<file path="src/rtl/toi2s_i2s_tx_multi.sv">
// toi2s_i2s_tx_multi
// Multi-line I2S / left-justified transmitter. Frames of 2*NPAIR signed PCM
// samples arrive over a valid/ready handshake into a one-entry holding
// register, are moved to a shadow register at each frame boundary, and are
// serialised MSB first onto NPAIR data lines sharing one BCK/WS pair.
//
// Ports
//   clk, resetb       system clock, asynchronous active-low reset
//   ena               run enable (low clears divider, bit counter, shadow and
//                     the serial outputs; the holding register is kept)
//   mode              0 = I2S (WS one BCK ahead of data), 1 = left-justified
//   mute              zero the frame loaded at a boundary
//   s_data            pair p: left [2p*SAMPLE_W +: SAMPLE_W],
//                     right [(2p+1)*SAMPLE_W +: SAMPLE_W]
//   s_valid, s_ready  input frame handshake, s_ready = holding register empty
//   i2s_bck, i2s_ws   bit clock and word select (0 = left)
//   i2s_d             one serial data line per stereo pair
//   frame_start       one-clk pulse when the bit counter wraps at a boundary
//   underrun          sticky, set when a boundary finds no frame waiting
//   underrun_clr      clears underrun (a same-cycle new underrun wins)
module toi2s_i2s_tx_multi #(
  parameter int SAMPLE_W = 24,
  parameter int SLOT_W   = 32,
  parameter int NPAIR    = 1,
  parameter int BCK_DIV  = 4
) (
  input  logic                        clk,
  input  logic                        resetb,
  input  logic                        ena,
  input  logic                        mode,
  input  logic                        mute,
  input  logic [2*NPAIR*SAMPLE_W-1:0] s_data,
  input  logic                        s_valid,
  output logic                        s_ready,
  output logic                        i2s_bck,
  output logic                        i2s_ws,
  output logic [NPAIR-1:0]            i2s_d,
  output logic                        frame_start,
  output logic                        underrun,
  input  logic                        underrun_clr
);

  localparam int          FW       = 2 * NPAIR * SAMPLE_W;
  localparam int unsigned FRAME_U  = 2 * SLOT_W;
  localparam int unsigned SLOT_U   = SLOT_W;
  localparam int unsigned SAMPLE_U = SAMPLE_W;
  localparam int          BW       = $clog2(2 * SLOT_W);
  localparam int          DW       = (BCK_DIV > 1) ? $clog2(BCK_DIV) : 1;

  localparam logic [BW-1:0] BIT_LAST = BW'(2 * SLOT_W - 1);
  localparam logic [DW-1:0] DIV_LAST = DW'(BCK_DIV - 1);

  logic [DW-1:0]    div_q;
  logic             bck_q;
  logic [BW-1:0]    bit_q;
  logic [BW-1:0]    bit_nxt;
  logic [FW-1:0]    s_q;
  logic [FW-1:0]    s_nxt;
  logic [FW-1:0]    h_q;
  logic             h_full;
  logic             ws_q;
  logic             ws_nxt;
  logic [NPAIR-1:0] d_q;
  logic [NPAIR-1:0] d_nxt;
  logic             fs_q;
  logic             ur_q;

  logic             tc;
  logic             fall;
  logic             boundary;
  logic             xfer;
  int unsigned      bn;
  int unsigned      kk;
  int unsigned      chn;
  logic             k_ok;

  // Next bit position and shadow contents; the serial outputs are registered
  // from these so WS/data change on the same edge that drives BCK low.
  always_comb begin
    tc       = (div_q == DIV_LAST);
    fall     = ena & tc & bck_q;
    boundary = fall & (bit_q == BIT_LAST);
    xfer     = s_valid & ~h_full;

    bit_nxt = bit_q;
    if (boundary) begin
      bit_nxt = '0;
    end else if (fall) begin
      bit_nxt = bit_q + BW'(1);
    end

    s_nxt = s_q;
    if (boundary) begin
      s_nxt = (h_full && !mute) ? h_q : '0;
    end

    bn   = 32'(bit_nxt);
    chn  = (bn >= SLOT_U) ? 32'd1 : 32'd0;
    kk   = bn - chn * SLOT_U;
    k_ok = (kk < SAMPLE_U);

    if (mode) begin
      ws_nxt = (chn != 0);
    end else begin
      ws_nxt = (((bn + 1) % FRAME_U) >= SLOT_U);
    end

    // Pairs are shifted in from the top so no variable bit index is needed.
    d_nxt = '0;
    for (int unsigned p = NPAIR; p > 0; p--) begin
      d_nxt = (d_nxt << 1) |
              NPAIR'(k_ok & (|((s_nxt >> ((2 * (p - 1) + chn) * SAMPLE_U +
                                          SAMPLE_U - 1 - kk)) & FW'(1))));
    end
  end

  always_ff @(posedge clk or negedge resetb) begin
    if (!resetb) begin
      div_q  <= '0;
      bck_q  <= 1'b0;
      bit_q  <= '0;
      s_q    <= '0;
      h_q    <= '0;
      h_full <= 1'b0;
      ws_q   <= 1'b0;
      d_q    <= '0;
      fs_q   <= 1'b0;
      ur_q   <= 1'b0;
    end else begin
      // Holding register: the boundary sees H before any same-cycle transfer.
      if (boundary && h_full) begin
        h_full <= 1'b0;
      end else if (xfer) begin
        h_full <= 1'b1;
        h_q    <= s_data;
      end

      if (boundary && !h_full) begin
        ur_q <= 1'b1;
      end else if (underrun_clr) begin
        ur_q <= 1'b0;
      end

      if (!ena) begin
        div_q <= '0;
        bck_q <= 1'b0;
        bit_q <= '0;
        s_q   <= '0;
        ws_q  <= 1'b0;
        d_q   <= '0;
        fs_q  <= 1'b0;
      end else begin
        div_q <= tc ? '0 : div_q + DW'(1);
        if (tc) begin
          bck_q <= ~bck_q;
        end
        bit_q <= bit_nxt;
        s_q   <= s_nxt;
        if (fall) begin
          ws_q <= ws_nxt;
          d_q  <= d_nxt;
        end
        fs_q <= boundary;
      end
    end
  end

  assign s_ready     = ~h_full;
  assign i2s_bck     = bck_q;
  assign i2s_ws      = ws_q;
  assign i2s_d       = d_q;
  assign frame_start = fs_q;
  assign underrun    = ur_q;

endmodule

</file>
<file path="config.mk">
export PLATFORM = sky130hd
export DESIGN_NAME = toi2s_i2s_tx_multi
export DESIGN_NICKNAME = d
export VERILOG_FILES = /design/src/rtl/toi2s_i2s_tx_multi.sv
export SDC_FILE = /design/constraint.sdc
export NUM_CORES = 1
export LEC_CHECK = 0
export CAP_MARGIN = 20
export CORE_AREA = 2 2 113 115
export CTS_BUF_LIST = sky130_fd_sc_hd__clkbuf_4 sky130_fd_sc_hd__clkbuf_8
export CTS_CLUSTER_SIZE = 12
export DETAILED_ROUTE_END_ITERATION = 10
export DIE_AREA = 0 0 115 117
export PLACE_DENSITY = 0.67
export SYNTH_ARGS = -nofsm -noshare
export SYNTH_HDL_FRONTEND = slang
export SYNTH_SLANG_ARGS = --single-unit
</file>
<file path="constraint.sdc">
create_clock -name clk -period 4.6 [get_ports clk]
set_clock_uncertainty 0.2 [all_clocks]
set_input_delay 1.15 -clock clk [delete_from_list [all_inputs] [get_ports clk]]
set_output_delay 1.15 -clock clk [all_outputs]
set_load 0.02 [all_outputs]
</file>
=== After elaboration in Yosys (flattened, before gate mapping) ===
Index checks and enable logic that the tools add are counted.

* Add/sub/neg operators: 7
* Mux-type cells: 21
* Shifts and indexed selects: 1
* Multiply operators: 1
* Divide/modulo/power cells: 0
* $lt $le $gt $ge: 3
* Equal/unequal tests: 4
* Bitwise gates (word level): 8
* Reductions and logical operators: 9

{| class="wikitable"
|+ Operator list
! kind !! count
|-
| two-way mux 48 bit || 3
|-
| right shift 48 x 32 -> 1 bit || 1
|-
| less-than comparator 32 x 5 -> 1 bit, second input constant || 1
|-
| nonzero test 32 bit || 1
|-
| two-way mux 6 bit || 3
|-
| two-way mux 1 bit || 13
|-
| adder 6 x 1 -> 6 bit, second input constant || 2
|-
| >= comparator 6 bit, second input constant || 2
|-
| subtractor 8 x 7 -> 9 bit || 1
|-
| subtractor 7 x 1 -> 8 bit, second input constant || 1
|-
| adder 6 x 5 -> 7 bit, second input constant || 1
|-
| subtractor 6 x 6 -> 7 bit || 1
|-
| equality test 6 bit, second input constant || 1
|-
| AND 1 bit || 5
|-
| two-way mux 2 bit || 2
|-
| != test 2 x 1 -> 1 bit, second input constant || 2
|-
| nonzero test 2 bit || 2
|-
| logical AND 1 bit || 3
|-
| multiplier 1 x 2 -> 3 bit, second input constant || 1
|-
| NOT 1 bit || 3
|-
| adder 2 x 1 -> 2 bit, second input constant || 1
|-
| equality test 2 bit, second input constant || 1
|-
| zero test 1 bit || 2
|-
| AND reduction 2 bit || 1
|}

* Output and inout bits: 6
* Memories kept: 0
* Flip-flop bits (word level): 110
* Bits in writable memories: 0
* Bits in latches: 0
* ROM bits: 0
* Input bits: 55
* Logic and storage cells: 64

=== Longest topological paths before layout ===
Gate-level depths: netlist of run 1.

* Word-level depth: 15
* Mapped depth: 17
* Mapped depth without buffers: 16

=== Worst setup path before layout of run 1 ===
Ideal clock, no wire load.

* Path kind: input to register
* From: input ena
* To: register d_q, in the netlist i2s_d
* Buffers on the path: 1
* Data arrival time: 4.120 ns
* Cell stages on the path: 16
* Library setup time: 0.086 ns
* Required time: 4.314 ns
* Setup slack: 0.194 ns
* Cell sequence: buf_6 nand3_4 nor4_1 o32ai_4 inv_1 ha_1 nand2_1 o21ai_0 ha_1 nor2_1 nor2b_1 nor2_1 xnor2_1 or4_1 o211a_1 nor3_1

* Word-level cells in the longest chain between the ends: 14
* Elaborated cells between the ends (all ways): 19

{| class="wikitable"
|+ RTL lines
! what !! RTL line !! source
|-
| from (decl) || 29 || <nowiki>input logic ena,</nowiki>
|-
| AND 1 bit (2 in series) || 81 || <nowiki>fall = ena & tc & bck_q;</nowiki>
|-
| two-way mux 6 bit or AND 1 bit (tied branches) || 88, 82 ||
|-
| two-way mux 6 bit || 86 || <nowiki>if (boundary) begin</nowiki>
|-
| >= comparator 6 bit || 98 || <nowiki>chn = (bn >= SLOT_U) ? 32'd1 : 32'd0;</nowiki>
|-
| two-way mux 1 bit || 98 ||
|-
| multiplier 1 x 2 -> 3 bit || 112 || <nowiki>NPAIR'(k_ok & (|((s_nxt >> ((2 * (p - 1) + chn) * SAMPLE_U +</nowiki>
|-
| adder 6 x 5 -> 7 bit || 112 ||
|-
| subtractor 7 x 1 -> 8 bit || 113 || <nowiki>SAMPLE_U - 1 - kk)) & FW'(1))));</nowiki>
|-
| subtractor 8 x 7 -> 9 bit || 113 ||
|-
| right shift 48 x 32 -> 1 bit || 112 ||
|-
| AND 1 bit || 112 ||
|-
| two-way mux 1 bit || 159 || <nowiki>if (fall) begin</nowiki>
|-
| two-way mux 1 bit || 144 || <nowiki>if (!ena) begin</nowiki>
|-
| to (signal assigned) || 161 || <nowiki>d_q <= d_nxt;</nowiki>
|-
| to (decl) || 63 || <nowiki>logic [NPAIR-1:0] d_q;</nowiki>
|}

Several ways; a longest one is shown, not always the timed one. The select of a mux whose other input is x is not followed.
A chain may end at the register's enable or synchronous reset.

=== Worst setup path in the final report of run 1 ===
Same ends and word-level chain as after synthesis.

==> results.sh, run 1 <==
export IMPL_run_status="complete, no violations"
export IMPL_layout_filler_cells=1118
export IMPL_post_dp_cell_area_um2=6357
export IMPL_die_width_um=115
export IMPL_final_min_period_over_clock_period_pct=93.29
export IMPL_vias_per_cell=5.698
export IMPL_final_period_minus_worst_setup_slack_ps=4292
export IMPL_start_kind="input port"
export IMPL_place_detailed_instances=703
export IMPL_setup_violations=0
export IMPL_cts_hold_buf=0
export IMPL_cts_root_buf="sky130_fd_sc_hd__clkbuf_8"
export IMPL_critical_path_peak_fanout=8
export IMPL_max_slew_margin_pct=39.81
export IMPL_cp_slowest_stage_delay_ps=550
export IMPL_grt_antenna_before_repair=0
export IMPL_row_count=41
export IMPL_power_static_leakage_nw=2.657
export IMPL_max_freq_mhz=233.0
export IMPL_clock_tree_from_tritoncts="done"
export IMPL_cts_buffers=9
export IMPL_layout_area_overhead_vs_synth_pct=19.95
export IMPL_multiInputGateArea_um2=2555
export IMPL_yosysWarnings=0
export IMPL_port_buffers=60
export IMPL_fin_tns_setup_ps=0
export IMPL_synth_top_cells_by_area="sky130_fd_sc_hd__dfrtp_1, sky130_fd_sc_hd__mux2_2, sky130_fd_sc_hd__a21boi_0, sky130_fd_sc_hd__nand3_1, sky130_fd_sc_hd__nand2_1"
export IMPL_dp_worst_setup_slack_ps=-86.97
export IMPL_critPathSlowestCell="sky130_fd_sc_hd__clkdlybuf4s50_1"
export IMPL_diodes=0
export IMPL_detail_route_wl_per_cell_um=17.87
export IMPL_grt_start_max_net_pins=72
export IMPL_edff_count_synth=0
export IMPL_synth_ff_latch_count=110
export IMPL_cp_arrival_ps=4420
export IMPL_number_of_h_tree_levels=3
export IMPL_stdcell_area_um2=6613
export IMPL_synth_avg_cell_area_um2=10.98
export IMPL_required_time_of_the_worst_setup_path_ps=4720
export IMPL_post_route_cells_drive_above_1_share_pct=19.68
export IMPL_synth_lib_cells_used_distinct=64
export IMPL_rsz0062_at_grt="no"
export IMPL_critical_path_endpoint_type="flop"
export IMPL_synthArstFlopShare_pct=100.0
export IMPL_synthDominantAreaCellType="sky130_fd_sc_hd__dfrtp_1"
export IMPL_mappedNetlistNets=563
export IMPL_drt_pass1_iterations=4
export IMPL_grt_overflow=0
export IMPL_grt_first_pass_wirelength_um=21170
export IMPL_synth_area_um2=5513
export IMPL_post_cts_resized=0
export IMPL_crit_path_cell_trace="clkdlybuf4s50_1 -> nand3_4 -> buf_4 -> buf_4 -> o21ai_0 -> a31oi_1 -> o21ai_0 -> ha_1 -> nor2_1 -> nor2b_1 -> nor2_1 -> xnor2_1 -> or4_1 -> o211a_1 -> nor3_1"
export IMPL_hold_violations=0
export IMPL_post_cts_setup_buffers=0
export IMPL_numClockSinks=110
export IMPL_critPathKind="in -> reg"
export IMPL_drt_drc_violations_left=0
export IMPL_route_antenna_remaining_nets=0
export IMPL_timing_hold_worst_class="reg -> reg"
export IMPL_syn_instance_count=502
export IMPL_clock_tree_buffer_depth=2
export IMPL_routed_via_count=4097
export IMPL_synth_main_ff_cell="sky130_fd_sc_hd__dfrtp_1"
export IMPL_worst_pin_slew_ps=902.8
export IMPL_ff_latch_area_um2=2753
export IMPL_layout_core_utilization_pct=53.71
export IMPL_grt_use_total_pct=20.71
export IMPL_power_ir_vdd_worst_mv=0.1911
export IMPL_nets=625
export IMPL_netlist_area_leader_share_pct=49.93
export IMPL_drt_initial_drc_count=216
export IMPL_seq_area_frac_synth_pct=49.93
export IMPL_drv_slew=0
export IMPL_drv_max_cap_violation_count=0
export IMPL_via_count_of_the_first_global_routing_pass=4065
export IMPL_worst_skew_late_latency_ps=390
export IMPL_p_per_area_nw_per_um2=337.6
export IMPL_start_util_pct=44.78
export IMPL_clk_transition_reported_paths_ps=100
export IMPL_core_area_um2=12310
export IMPL_die_y_um=117
export IMPL_drt_total_wl_um=12850
export IMPL_dieArea_um2=13460
export IMPL_weighted_congestion_reported_at_the_end_of_routability_driven_placement=0.8952
export IMPL_io_pin_count=61
export IMPL_dp_hpwl_um=9012
export IMPL_count_of_non_filler_cells_in_the_finished_layout=719
export IMPL_finalWorstSetupSlack_ps=308.5
## where the power goes
| group | total (mW) | internal [mW] | leakage [nW] | switching, mW |
|---|---|---|---|---|
| clock | 0.719 | 0.381 | 0.125 | 0.339 |
| sequential | 1.23 | 1.13 | 1.42 | 0.0977 |
| combinational | 0.284 | 0.184 | 1.11 | 0.0999 |
## synthesized netlist by cell type (3+ instances only)
cell type and n:
sky130_fd_sc_hd__o221ai_1 3, sky130_fd_sc_hd__xnor2_1 6, sky130_fd_sc_hd__o2111ai_1 4, sky130_fd_sc_hd__a21boi_0 43
sky130_fd_sc_hd__a31oi_1 6, sky130_fd_sc_hd__a22o_1 3, sky130_fd_sc_hd__nand3_1 44, sky130_fd_sc_hd__a211oi_1 4
sky130_fd_sc_hd__buf_4 4, sky130_fd_sc_hd__mux2i_1 7, sky130_fd_sc_hd__dfrtp_1 110, sky130_fd_sc_hd__buf_1 4
sky130_fd_sc_hd__o21ai_0 10, sky130_fd_sc_hd__nor2_1 8, sky130_fd_sc_hd__and2_1 9, sky130_fd_sc_hd__a221oi_1 4
sky130_fd_sc_hd__or3_1 3, sky130_fd_sc_hd__nor2b_1 11, sky130_fd_sc_hd__a21oi_1 12, sky130_fd_sc_hd__inv_1 8
sky130_fd_sc_hd__buf_6 3, sky130_fd_sc_hd__clkbuf_1 22, sky130_fd_sc_hd__a22oi_1 6, sky130_fd_sc_hd__nand2_1 52
sky130_fd_sc_hd__o22ai_1 3, sky130_fd_sc_hd__buf_2 5, sky130_fd_sc_hd__mux2_2 54, sky130_fd_sc_hd__ha_1 6
## state kept, by name (all words and copies together), names as in the netlist
register,flops
bit_q,6
div_q,2
frame_start,1
h_full,1
h_q,48
i2s_bck,1
i2s_d,1
i2s_ws,1
s_q,48
underrun,1
## area by class of cell
type | count | area share, %
clock buffers | 10 | 2.081
clock inverters | 6 | 1.779
inverters | 9 | 0.5109
multi-input cells | 345 | 38.64
flip-flops and latches | 110 | 41.63
well taps | 150 | 2.838
repair buffers | 89 | 12.53
## worst paths after layout
| kind | start | endpoint | slack, ps | cells after the start |
|---|---|---|---|---|
| worst max register to register | bit_q[0] | i2s_d | 660 | 15 |
| worst min register to register | div_q[0] | div_q[0] | 240 | 1 |
| min in group asynchronous | resetb | h_q[3] | 680 | 1 |
| worst min-delay path | div_q[0] | div_q[0] | 240 | 1 |
| max in group asynchronous | resetb | s_q[32] | 2800 | 2 |
| worst max-delay path | ena | i2s_d | 310 | 15 |
## stage by stage
step / hold WS (ps) / power (mW)
after detailed placement: 231.6 / 1.542
after floorplan: 209.1 / 1.404
after global placement: 225.1 / 1.524
final: 240.5 / 2.232
after global routing: 260.7 / 2.350
after CTS: 247.2 / 2.261
## logic make-up after synthesis
kind of cell | count (synthesis) | share of synthesized area, %
simple gates | 146 | 13.66
compound gates | 123 | 16.98
flops | 110 | 49.93
mux | 61 | 12.30
buf+inv | 47 | 3.994
xor+xnor | 9 | 1.770
fa+ha+maj | 6 | 1.362
## worst max-delay path: cells and delay by family
| kind | cells | cell delay, ps |
|---|---|---|
| xor+xnor | 1 | 100 |
| compound gates | 4 | 920 |
| fa+ha+maj | 1 | 300 |
| buf+inv | 3 | 880 |
| simple gates | 6 | 1050 |
## cell usage in the layout (no fill, tap or decap), types with 8 or more instances in the layout
master,netlist,layout
sky130_fd_sc_hd__inv_1,8,8
sky130_fd_sc_hd__mux2_2,54,54
sky130_fd_sc_hd__clkdlybuf4s50_1,0,59
sky130_fd_sc_hd__a21oi_1,12,12
sky130_fd_sc_hd__buf_4,4,29
sky130_fd_sc_hd__nand3_1,44,43
sky130_fd_sc_hd__clkbuf_8,0,10
sky130_fd_sc_hd__and2_1,9,9
sky130_fd_sc_hd__dfrtp_1,110,110
sky130_fd_sc_hd__nor2_1,8,8
sky130_fd_sc_hd__a21boi_0,43,43
sky130_fd_sc_hd__nand2_1,52,52
sky130_fd_sc_hd__nor2b_1,11,9
sky130_fd_sc_hd__o21ai_0,10,10
## layer usage
metal  track usage, %  share of wire (%)
met1            28.08                 46
met2            33.37                 48
met3            3.296                3.7
met4            8.594                2.4
met5                0                  0
(Power assumes the default switching activity.)
==> run 2: changes to the inputs <==
--- a/config.mk
+++ b/config.mk
@@ -11,7 +11,9 @@
 export CTS_CLUSTER_SIZE = 12
 export DETAILED_ROUTE_END_ITERATION = 10
 export DIE_AREA = 0 0 115 117
+export HOLD_SLACK_MARGIN = 0.1
 export PLACE_DENSITY = 0.67
 export SYNTH_ARGS = -nofsm -noshare
 export SYNTH_HDL_FRONTEND = slang
 export SYNTH_SLANG_ARGS = --single-unit
+export TNS_END_PERCENT = 100
==> results of run 2 <==
Final layout, timing and power as in run 1 (identical DEF).
==> run 3: changes to the inputs <==
--- a/config.mk
+++ b/config.mk
@@ -6,11 +6,11 @@
 export NUM_CORES = 1
 export LEC_CHECK = 0
 export CAP_MARGIN = 20
-export CORE_AREA = 2 2 113 115
+export CORE_AREA = 2 2 93 140
 export CTS_BUF_LIST = sky130_fd_sc_hd__clkbuf_4 sky130_fd_sc_hd__clkbuf_8
 export CTS_CLUSTER_SIZE = 12
 export DETAILED_ROUTE_END_ITERATION = 10
-export DIE_AREA = 0 0 115 117
+export DIE_AREA = 0 0 95 142
 export HOLD_SLACK_MARGIN = 0.1
 export PLACE_DENSITY = 0.67
 export SYNTH_ARGS = -nofsm -noshare
==> run 3 against run 2 <==
  * Global-route usage rose by 1.3 points
  * Cell area did not move
  * Worst hold slack improved by 5.1 ps
  * Maximum frequency rose by 0.71%
  * Register-to-register slack improved by 70 ps
  * Count of clock-buffer cells in the layout rose by 1
  * Final cell count rose by 1.4%
  * Critical path type unchanged
==> results.sh, run 3 (synthesis results as in run 1) <==
export IMPL_final_period_minus_worst_setup_slack_ps=4261
export IMPL_clkPwrFrac_pct=29.5
export IMPL_clock_tree_from_tritoncts="done"
export IMPL_final_common_cell="sky130_fd_sc_hd__dfrtp_1"
export IMPL_power_static_leakage_nw=2.657
export IMPL_grt_overflow=0
export IMPL_cts_hold_buf=0
export IMPL_sw_frac_of_total_pct=25.29
export IMPL_internal_power_mw=1.604
export IMPL_grt_antenna_before_repair=0
export IMPL_post_cts_setup_buffers=0
export IMPL_p_switching_mw=0.5427
export IMPL_post_route_cells_drive_above_1_share_pct=20.24
export IMPL_setup_violations=0
export IMPL_core_area_um2=12320
export IMPL_cts_root_buf="sky130_fd_sc_hd__clkbuf_8"
export IMPL_layout_area_overhead_vs_synth_pct=19.95
export IMPL_leading_cell_types_in_the_layout_fill_and_taps_excluded="sky130_fd_sc_hd__dfrtp_1, sky130_fd_sc_hd__clkdlybuf4s50_1, sky130_fd_sc_hd__mux2_2, sky130_fd_sc_hd__nand2_1"
export IMPL_critPathKind="in -> reg"
export IMPL_power_ir_vdd_worst_mv=0.1869
export IMPL_drt_total_wl_um=13850
export IMPL_route_antenna_remaining_nets=0
export IMPL_start_kind="input port"
export IMPL_number_of_h_tree_levels=3
export IMPL_timing_hold_worst_class="reg -> reg"
export IMPL_critical_path_peak_fanout=6
export IMPL_layout_core_utilization_pct=53.65
export IMPL_drt_pass1_iterations=4
export IMPL_start_util_pct=44.73
export IMPL_final_min_period_over_clock_period_pct=92.63
export IMPL_diodes=0
export IMPL_die_width_um=95
export IMPL_beginning_of_the_worst_hold_path="div_q[0]"
export IMPL_via_count_of_the_first_global_routing_pass=4401
export IMPL_port_buffers=60
export IMPL_worst_pin_slew_ps=768.7
export IMPL_hold_violations=0
export IMPL_critical_path_reg2reg_startpoint="bit_q[0]"
export IMPL_clk_transition_reported_paths_ps=100
export IMPL_post_cts_resized=0
export IMPL_max_slew_margin_pct=48.75
export IMPL_clock_tree_buffer_depth=2
export IMPL_grt_use_total_pct=22.04
export IMPL_required_time_of_the_worst_setup_path_ps=4690
export IMPL_cts_buffers=9
export IMPL_drv_slew=0
export IMPL_cp_arrival_ps=4350
export IMPL_numClockSinks=110
export IMPL_run_status="complete, no violations"
export IMPL_max_freq_mhz=234.7
export IMPL_pwr_share_seq_pct=57.3
export IMPL_drv_max_cap_violation_count=0
export IMPL_finalHoldWorstSlack_ps=245.6
export IMPL_power_combinational_fraction_pct=13.2
export IMPL_critical_path_endpoint_type="flop"
export IMPL_die_y_um=142
export IMPL_weighted_congestion_reported_at_the_end_of_routability_driven_placement=0.8681
export IMPL_dp_hpwl_um=9993
export IMPL_dieArea_um2=13490
export IMPL_detail_route_wl_per_cell_um=19.00
export IMPL_drt_initial_drc_count=203
export IMPL_setup_worst_path_start="ena"
export IMPL_nets=629
export IMPL_p_per_area_nw_per_um2=324.6
export IMPL_largest_registers_in_the_final_layout="h_q: 48 flops, s_q: 48 flops, bit_q: 6 flops"
export IMPL_worst_skew_late_latency_ps=380
export IMPL_row_count=50
export IMPL_rsz0062_at_grt="no"
export IMPL_fin_tns_setup_ps=0
export IMPL_vias_per_cell=5.656
export IMPL_routed_via_count=4123
export IMPL_grt_start_max_net_pins=62
export IMPL_grt_first_pass_wirelength_um=22770
export IMPL_drt_drc_violations_left=0
export IMPL_io_pin_count=61
[run 3: cell count changes in the layout (fill, tap and decap cells not counted)]
| cell | before | now |
|---|---|---|
| sky130_fd_sc_hd__bufinv_16 | 3 | 1 |
| sky130_fd_sc_hd__clkbuf_8 | 10 | 11 |
| sky130_fd_sc_hd__buf_4 | 29 | 33 |
| sky130_fd_sc_hd__clkinv_4 | 1 | 2 |
[run 3: metal layers]
layer  track usage, %  wire [um]  part of all wire, %
met1            27.88       5853                   42
met2            37.36       7364                   53
met3            2.913        349                  2.5
met4            9.687        281                  2.0
met5                0          0                    0
[run 3: cell type report]
class,instances,area [um^2]
inverter,9,33.78
sequential,110,2753
tap,156,195.2
timing repair buffer,93,858.3
fill,1136,5712
clock buffer,11,151.4
multi-input combinational,345,2555
clock inverter,5,66.31
[run 3: per-stage QoR]
stage	instance area (um^2)	power, mW	setup WS [ps]	std cells
CTS	6613	2.181	336.2	729
detailed placement	6395	1.543	-50.48	713
floorplan	5513	1.404	194.2	502
finish	6613	2.146	338.8	729
global placement	6395	1.525	-74.00	713
global route	6613	2.253	84.34	729
[run 3: final timing paths]
path | end | slack [ps] | cells past startpoint
worst max-delay path | i2s_d | 340 | 14
worst min-delay path | div_q[0] | 250 | 1
worst max register to register | i2s_d | 730 | 15
worst min register to register | div_q[0] | 250 | 1
max in group asynchronous | h_q[36] | 2700 | 2
min in group asynchronous | h_q[5] | 620 | 1
[run 3: power by group through the flow]
stage	sequential [mW]	combinational, mW	clock, mW
floorplan	1.21	0.191	0
global placement	1.25	0.276	0
detailed placement	1.25	0.290	0
CTS	1.23	0.290	0.657
global route	1.25	0.316	0.686
finish	1.23	0.283	0.633
[run 3: critical path, cell delays in order]
cell	delay, ps
sky130_fd_sc_hd__clkdlybuf4s50_1	550
sky130_fd_sc_hd__nand3_4	80
sky130_fd_sc_hd__buf_4	190
sky130_fd_sc_hd__or3_1	360
sky130_fd_sc_hd__a31oi_1	250
sky130_fd_sc_hd__o21ai_0	170
sky130_fd_sc_hd__ha_1	330
sky130_fd_sc_hd__nor2_1	130
sky130_fd_sc_hd__nor2b_1	80
sky130_fd_sc_hd__nor2_1	110
sky130_fd_sc_hd__xnor2_1	90
sky130_fd_sc_hd__or4_1	460
sky130_fd_sc_hd__o211a_1	210
sky130_fd_sc_hd__nor3_1	190
